<file path="src/rtl/alu_operand_fetch_if.sv">
// Upstream action/PHV handshake into one ALU lane's operand-fetch stage.
interface alu_operand_fetch_if #(
  parameter int NUM_CONT   = 8,
  parameter int ACTION_LEN = 25
);
  logic [ACTION_LEN-1:0]  action_in;
  logic [NUM_CONT*32-1:0] phv_in;
  logic                   in_valid;
  logic                   in_ready;

  modport master (output action_in, phv_in, in_valid, input in_ready);
  modport slave  (input action_in, phv_in, in_valid, output in_ready);
endinterface

</file>
<file path="src/rtl/alu_operand_fetch.sv">
// Decodes an action word, selects ALU operands from the PHV/immediate, looks up the tenant
// page-table entry and issues everything to the ALU as a one-cycle pulse gated by alu_ready.
module alu_operand_fetch #(
  parameter int NUM_CONT     = 8,
  parameter int CONTAINER_ID = 0,
  parameter int ACTION_LEN   = 25,
  parameter int DATA_WIDTH   = 32,
  parameter int VID_LSB      = 0
) (
  input  logic                  clk,
  input  logic                  rst_n,
  alu_operand_fetch_if.slave    up,
  input  logic                  cfg_wr_en,
  input  logic [3:0]            cfg_wr_addr,
  input  logic [15:0]           cfg_wr_data,
  output logic [ACTION_LEN-1:0] action_out,
  output logic                  action_valid,
  output logic [DATA_WIDTH-1:0] operand_1_out,
  output logic [DATA_WIDTH-1:0] operand_2_out,
  output logic [DATA_WIDTH-1:0] operand_3_out,
  output logic [15:0]           page_tbl_out,
  output logic                  page_tbl_valid,
  input  logic                  alu_ready
);

  typedef enum logic [1:0] {IDLE, ISSUE, HOLD} state_e;

  state_e state_q, state_d;
  logic   accept, issue;

  logic [3:0]            opcode;
  logic [4:0]            src1, src2;
  logic [15:0]           imm16;
  logic [3:0]            vid;
  logic [DATA_WIDTH-1:0] cont1, cont2, imm_zx, imm_sh;
  logic [DATA_WIDTH-1:0] op1_d, op2_d, op3_d;

  logic [ACTION_LEN-1:0] action_q;
  logic [DATA_WIDTH-1:0] op1_q, op2_q, op3_q;
  logic [15:0]           pt_out_q;
  logic [15:0]           pt_q [16];

  assign opcode = up.action_in[24:21];
  assign src1   = up.action_in[20:16];
  assign src2   = up.action_in[15:11];
  assign imm16  = up.action_in[15:0];
  assign vid    = up.phv_in[VID_LSB +: 4];
  assign imm_zx = DATA_WIDTH'(imm16);
  assign imm_sh = DATA_WIDTH'(imm16[4:0]);
  assign op3_d  = DATA_WIDTH'(up.phv_in[CONTAINER_ID*32 +: 32]);

  // Out-of-range container indices fall through the loop and read as zero.
  always_comb begin
    cont1 = '0;
    cont2 = '0;
    for (int unsigned k = 0; k < NUM_CONT; k++) begin
      if (32'(src1) == k) cont1 = DATA_WIDTH'(up.phv_in[k*32 +: 32]);
      if (32'(src2) == k) cont2 = DATA_WIDTH'(up.phv_in[k*32 +: 32]);
    end
  end

  always_comb begin
    op1_d = '0;
    op2_d = '0;
    case (opcode)
      4'b0001, 4'b0010, 4'b0101, 4'b0110: begin op1_d = cont1;  op2_d = cont2;  end
      4'b1001, 4'b1010:                   begin op1_d = cont1;  op2_d = imm_zx; end
      4'b1000, 4'b0100:                   begin op1_d = cont1;  op2_d = imm_sh; end
      4'b0011:                            begin op1_d = imm_zx; op2_d = imm_sh; end
      4'b1011, 4'b0111:                   begin op1_d = '0;     op2_d = imm_sh; end
      4'b1110:                            begin op1_d = '0;     op2_d = imm_zx; end
      default:                            begin op1_d = '0;     op2_d = '0;     end
    endcase
  end

  always_ff @(posedge clk) begin
    if (!rst_n) state_q <= IDLE;
    else        state_q <= state_d;
  end

  always_comb begin
    state_d = state_q;
    accept  = 1'b0;
    issue   = 1'b0;
    case (state_q)
      IDLE:  if (up.in_valid) begin accept = 1'b1; state_d = ISSUE; end
      ISSUE: if (alu_ready)   begin issue  = 1'b1; state_d = HOLD;  end
      HOLD:  state_d = IDLE;
      default: state_d = IDLE;
    endcase
  end

  assign up.in_ready = (state_q == IDLE);
  // The pulse is combinational on ISSUE so latency stays at one cycle; rst_n masks it
  // so a reset arriving in ISSUE never leaks an issue.
  assign action_valid   = issue & rst_n;
  assign page_tbl_valid = issue & rst_n;

  // Lookup in the accept block reads the pre-edge table, so a same-cycle write is not seen.
  always_ff @(posedge clk) begin
    if (!rst_n) begin
      for (int unsigned i = 0; i < 16; i++) pt_q[i] <= '0;
    end else if (cfg_wr_en) begin
      pt_q[cfg_wr_addr] <= cfg_wr_data;
    end
  end

  always_ff @(posedge clk) begin
    if (!rst_n) begin
      action_q <= '0;
      op1_q    <= '0;
      op2_q    <= '0;
      op3_q    <= '0;
      pt_out_q <= '0;
    end else if (accept) begin
      action_q <= up.action_in;
      op1_q    <= op1_d;
      op2_q    <= op2_d;
      op3_q    <= op3_d;
      pt_out_q <= pt_q[vid];
    end
  end

  assign action_out    = action_q;
  assign operand_1_out = op1_q;
  assign operand_2_out = op2_q;
  assign operand_3_out = op3_q;
  assign page_tbl_out  = pt_out_q;

endmodule

</file>
<file path="src/flat_wrapper.sv">
// flat-port wrapper written by rule: the top's interface ports become plain ports
module alu_operand_fetch_flat 
#(
  parameter int NUM_CONT     = 8,
  parameter int CONTAINER_ID = 0,
  parameter int ACTION_LEN   = 25,
  parameter int DATA_WIDTH   = 32,
  parameter int VID_LSB      = 0
)
  (clk, rst_n, cfg_wr_en, cfg_wr_addr, cfg_wr_data, action_out, action_valid, operand_1_out, operand_2_out, operand_3_out, page_tbl_out, page_tbl_valid, alu_ready, up_action_in, up_phv_in, up_in_valid, up_in_ready);
  alu_operand_fetch_if #(.NUM_CONT(NUM_CONT), .ACTION_LEN(ACTION_LEN)) up_i ();
  input  logic clk;
  input  logic rst_n;
  input  logic cfg_wr_en;
  input  logic [3:0] cfg_wr_addr;
  input  logic [15:0] cfg_wr_data;
  output logic [ACTION_LEN-1:0] action_out;
  output logic action_valid;
  output logic [DATA_WIDTH-1:0] operand_1_out;
  output logic [DATA_WIDTH-1:0] operand_2_out;
  output logic [DATA_WIDTH-1:0] operand_3_out;
  output logic [15:0] page_tbl_out;
  output logic page_tbl_valid;
  input  logic alu_ready;
  input wire logic [$bits(up_i.action_in)-1:0] up_action_in;
  input wire logic [$bits(up_i.phv_in)-1:0] up_phv_in;
  input wire logic [$bits(up_i.in_valid)-1:0] up_in_valid;
  output wire logic [$bits(up_i.in_ready)-1:0] up_in_ready;
  assign up_i.action_in = up_action_in;
  assign up_i.phv_in = up_phv_in;
  assign up_i.in_valid = up_in_valid;
  assign up_in_ready = up_i.in_ready;
  alu_operand_fetch #(.NUM_CONT(NUM_CONT), .CONTAINER_ID(CONTAINER_ID), .ACTION_LEN(ACTION_LEN), .DATA_WIDTH(DATA_WIDTH), .VID_LSB(VID_LSB)) u_core (.clk(clk), .rst_n(rst_n), .up(up_i), .cfg_wr_en(cfg_wr_en), .cfg_wr_addr(cfg_wr_addr), .cfg_wr_data(cfg_wr_data), .action_out(action_out), .action_valid(action_valid), .operand_1_out(operand_1_out), .operand_2_out(operand_2_out), .operand_3_out(operand_3_out), .page_tbl_out(page_tbl_out), .page_tbl_valid(page_tbl_valid), .alu_ready(alu_ready));
endmodule
</file>
<file path="config.mk">
export PLATFORM = sky130hd
export DESIGN_NAME = alu_operand_fetch_flat
export DESIGN_NICKNAME = d
export VERILOG_FILES = /design/src/rtl/alu_operand_fetch_if.sv /design/src/rtl/alu_operand_fetch.sv /design/src/flat_wrapper.sv
export SDC_FILE = /design/constraint.sdc
export NUM_CORES = 1
export LEC_CHECK = 0
export BUFFER_PORTS_ARGS = -buffer_cell sky130_fd_sc_hd__buf_2
export CAP_MARGIN = 15
export CORE_UTILIZATION = 50
export DETAILED_ROUTE_END_ITERATION = 16
export PLACE_DENSITY_LB_ADDON = 0.15
export SLEW_MARGIN = 40
export SYNTH_ARGS = -nofsm -noshare
export SYNTH_HDL_FRONTEND = slang
export SYNTH_SLANG_ARGS = --single-unit
</file>
<file path="constraint.sdc">
create_clock -name clk -period 2.5 [get_ports clk]
set_input_delay 0.5 -clock clk [delete_from_list [all_inputs] [get_ports clk]]
set_output_delay 0.5 -clock clk [all_outputs]
set_load 0.01 [all_outputs]
</file>
======== Yosys cells after proc, flatten, opt, wreduce, memory -nomap -nowiden ========
Memory sizes are Yosys's and may differ from the RTL's. A register that Yosys moved wholly into a read port is not among the register bits.
Index checks and enable logic that the tools add are counted.
storage, ports and cells
  register bits ........................... 123
  bits in writable memories ............... 256
  bits of input ports ..................... 306
  output and inout bits ................... 140
  logic and storage cells ................. 78
  memories ................................ 1
operators by class
  equality and inequality tests ........... 29
  muxes and demuxes ....................... 32
  bitwise logic cells ..................... 1
  reduce and logical (&&, ||, !) cells .... 10
memories
  memory       words  width  rd ports  clocked after memory_dff  write ports  line                     text
  u_core.pt_q  16     16     1         1                         16           alu_operand_fetch.sv:41  logic [15:0] pt_q [16];
operators by type and width
  kind                                                  count
  2-to-1 mux 32 bit                                     16
  case mux 32 bit (3 select lines)                      1
  case mux 32 bit (2 select lines)                      1
  equality test 5 x 3 -> 1 bit (second input constant)  8
  equality test 4 bit (second input constant)           5
  equality test 5 x 2 -> 1 bit (second input constant)  4
  equality test 4 x 3 -> 1 bit (second input constant)  4
  2-to-1 mux 16 bit                                     1
  OR reduction 16 bit                                   1
  equality test 5 x 1 -> 1 bit (second input constant)  2
  zero test 5 bit                                       2
  2-to-1 mux 1 bit                                      9
  equality test 4 x 2 -> 1 bit (second input constant)  2
  OR reduction 8 bit                                    1
  OR reduction 5 bit                                    1
  equality test 4 x 1 -> 1 bit (second input constant)  1
  2-to-1 mux 2 bit                                      2
  2-to-1 mux 4 bit                                      1
  inequality test 2 bit (second input constant)         2
  case mux 2 bit (2 select lines)                       1
  OR reduction 4 bit                                    1
  OR reduction 3 bit                                    1
  equality test 2 x 1 -> 1 bit (second input constant)  1
  zero test 2 bit                                       1
  other kinds (3)                                       3

======== Longest topological paths before layout ========
  depth after elaboration ................. 10
  mapped depth ............................ 8
  gate-level depth less buffers ........... 5

======== Worst setup path before layout ========
Ideal clock, no wire load.
  kind .................................... input port to flip-flop
  start ................................... input port cfg_wr_addr[0]
  end ..................................... memory u_core.pt_q[4][0], enable pin
  setup time .............................. 0.411 ns
  arrival ................................. 2.225 ns
  required time ........................... 2.089 ns
  setup slack ............................. -0.136 ns
  cell stages on the path ................. 3
  path buffers ............................ 1
  cell sequence ........................... or3_1 -> clkbuf_1 -> o21ai_0
RTL lines
  element             line                     text
  start: declaration  flat_wrapper.sv:15       input logic [3:0] cfg_wr_addr;
  end: declaration    alu_operand_fetch.sv:41

======== Final worst setup path ========
  start ................................... register u_core.state_q[0]
  end ..................................... output port page_tbl_valid
on the way
  cells in the longest elaborated chain, start to end .. 3
ends and longest elaborated chain
  element                       line                     text
  start: declaration            alu_operand_fetch.sv:28  state_e state_q, state_d;
  start signal: assignment      alu_operand_fetch.sv:78  else state_q <= state_d;
  equality test 2 x 1 -> 1 bit  alu_operand_fetch.sv:85  case (state_q)
  2-to-1 mux 1 bit              alu_operand_fetch.sv:85
  AND 1 bit                     alu_operand_fetch.sv:97  assign page_tbl_valid = issue & rst_n;
  end: declaration              flat_wrapper.sv:23       output logic page_tbl_valid;
Every way passes these cells.

==> results.cfg <==
[finish]
fin_util = 0.6299
final_cell_count_no_fill = 2966
area_growth_pct = 23.29
regArea_um2 = 10470
drive_gt1_frac = 0.3339
finalNetCount = 2685
n_fill_cell = 3419
final_area_um2 = 25950
multi_input_comb_area_um2 = 9856

[logic_synthesis]
yosysSeqAreaShare = 0.4974
syn_avg_cell_area_um2 = 10.87
syn-instance-count = 1937
yosys-top-cells-count = and2_1 (260), edfxtp_1 (256), nand2_1 (163)
synth_warnings = 0
synth_cell_types = 65
synth_fp_nets = 2243
ys.flop_type = edfxtp_1
yosys.area.top_type = edfxtp_1
synth.most_common_cell = and2_1
synth_edf_count = 256
ys_seq_elements = 395
async_flop_share = 0
synth_area_um2 = 21050
synth_area_leaders = edfxtp_1 (37%), dfxtp_1 (13%), mux4_2 (9.3%)
synth_top_area_share = 0.3652

[worst_setup_path]
path_cells = nand2_1 -> nor3_1 -> buf_2
start_kind = flip-flop
worstPathArrival_ps = 1620
worstReg2RegEnd = u_core.operand_2_out[10]
end_kind = primary output
cp_max_fo = 5
r2r-start = u_core.state_q[0]
rrSetupSlack_ps = 410
critPathMaxStageDelay_ps = 450
worstPathRequired_ps = 2000
path_delay_family = flip-flops
r2r_cells = 7
critPathBufInv = 1
path_class = flip-flop to primary output
cp_slowest_cell = dfxtp_1

[grt]
antenna_found_initial = 20
track_usage = 0.3903
grt_max_degree = 50
grt_first_pass_wirelength_mm = 122.4
grt_pass1_vias = 17850
grt_overflow = 0

[timing]
slew_headroom = 0.4138
min_period_ps = 2115
worst_slew_pin_slew_ps = 875.5
rsz0062_at_grt = false
hold_viol_final = 0
finalCritPeriodShare = 0.8461
final-setup-viol-count = 0
fmax_mhz = 472.7
slew_violations = 0
fin_skew_ps = 19.71

[placement]
placed_cells = 2865
gp_congestion = 0.9878
placed_area_um2 = 24450
dp_hpwl_mm = 62.91
place.port_buffers = 445

[clock_network]
ctsResizeCount = 0
path_clk_slew_ps = 60
cts_tree = yes
cts_hold_buffers = 0
cts.sinks = 395
h-tree-depth = 2
root_buffer = clkbuf_16
clk_path_buf_depth = 3
post_cts_buffers = 0
cts_buffers = 44
clock_latency_ps = 600

[job]
maxCapViolCount = 0

[min_path]
worstHoldStart = alu_ready
hold_depth = 3
holdPathEnd = u_core.state_q[1]
hp-class = primary input to flip-flop

[die]
rows = 74
core_um2 = 41200
fp.dieH_um = 207.2
die_x_um = 207.2
die_area_um2 = 42930
start_util = 0.5109
io_pins = 446

[routing]
wire_per_inst_um = 28.83
viasPerCell = 6.408
remaining_drc_errors = 0
drt_iter0_markers = 2423
detail_route.first_pass.iterations = 6
ant_nets = 0
vias = 19010
drt_wl_total_mm = 85.51

[power]
p_leak_uw = 0.01026
peakVddDrop_mv = 0.6269
powerDensity_nw_per_um2 = 634.3

[status]
status = complete, no violations
[worst max-delay path by stage]
stage,startpoint,end,depth (start not counted)
CTS,u_core.state_q[0],page_tbl_valid,3
floorplan,cfg_wr_addr[0],u_core.pt_q[4][0],3
finish,u_core.state_q[0],page_tbl_valid,3
detailed placement,up_action_in[13],u_core.operand_2_out[7],8
global placement,up_action_in[12],u_core.operand_2_out[7],8
global route,u_core.state_q[0],u_core.operand_1_out[18],5
[power breakdown]
part | leakage, µW | internal (µW) | switching [µW]
clock | 0.000706 | 3800 | 2780
combinational | 0.00598 | 994 | 1450
sequential | 0.00357 | 7290 | 146
[worst min-delay path, cell delays in order]
cell     delay [ps]
buf_2           110
nand2_1          70
nor3_1           40
[layer usage]
metal	GRT usage	vias up	routed length, µm
li1	-	8184	-
met1	0.5302	9367	33650
met2	0.6024	1216	39010
met3	0.08126	232	8863
met4	0.1799	6	3938
met5	0	-	39
[registers in the layout, summed over array words and instances, names as in the netlist]
signal and count:
u_core.operand_3_out 32, u_core.operand_2_out 32, u_core.operand_1_out 32, u_core.action_out 25, u_core.pt_q 256, u_core.page_tbl_out 16, u_core.state_q 2
[stage by stage]
| step | TNS [ps] | hold slack [ps] | power, µW | setup WS, ps |
|---|---|---|---|---|
| CTS | 0 | 151.4 | 16460 | 363.6 |
| floorplan | -6536 | 478.6 | 8769 | -136.2 |
| global route | 0 | 164.0 | 16870 | 296.4 |
| global placement | 0 | 433.1 | 9921 | 31.44 |
| detailed placement | 0 | 444.3 | 9949 | 86.95 |
| finish | 0 | 171.8 | 16460 | 384.7 |
[cell type report]
class | instances | share of cell area
multi-input cells | 1358 | 0.3798
flip-flops and latches | 395 | 0.4034
well taps | 532 | 0.02565
diodes | 20 | 0.001928
clock buffers | 61 | 0.04609
clock inverters | 20 | 0.009835
inverters | 7 | 0.001012
repair buffers | 573 | 0.1323
[kinds of logic after synthesis]
group | Yosys count | synth area share
XOR/XNOR | 2 | 0.0008323
flip-flops | 395 | 0.4974
AO/OA/AOI/OAI | 463 | 0.1486
multiplexers | 175 | 0.1380
AND/OR/NAND/NOR | 718 | 0.1789
buffers and inverters | 184 | 0.03638
[cells in the final DEF, fill, tap and decap left out, types with 20 or more instances in the layout]
cell	n
a21oi_1	138
nand2_1	163
a221o_1	35
o21ai_0	57
buf_2	442
edfxtp_1	256
mux2i_1	37
dfxtp_1	139
mux4_2	87
nor3_1	68
clkbuf_16	44
o22ai_1	63
mux2_2	51
nor2b_1	26
a22oi_1	21
buf_4	112
and2_1	260
diode_2	20
nor2_1	128
(Power assumes the default switching activity.)
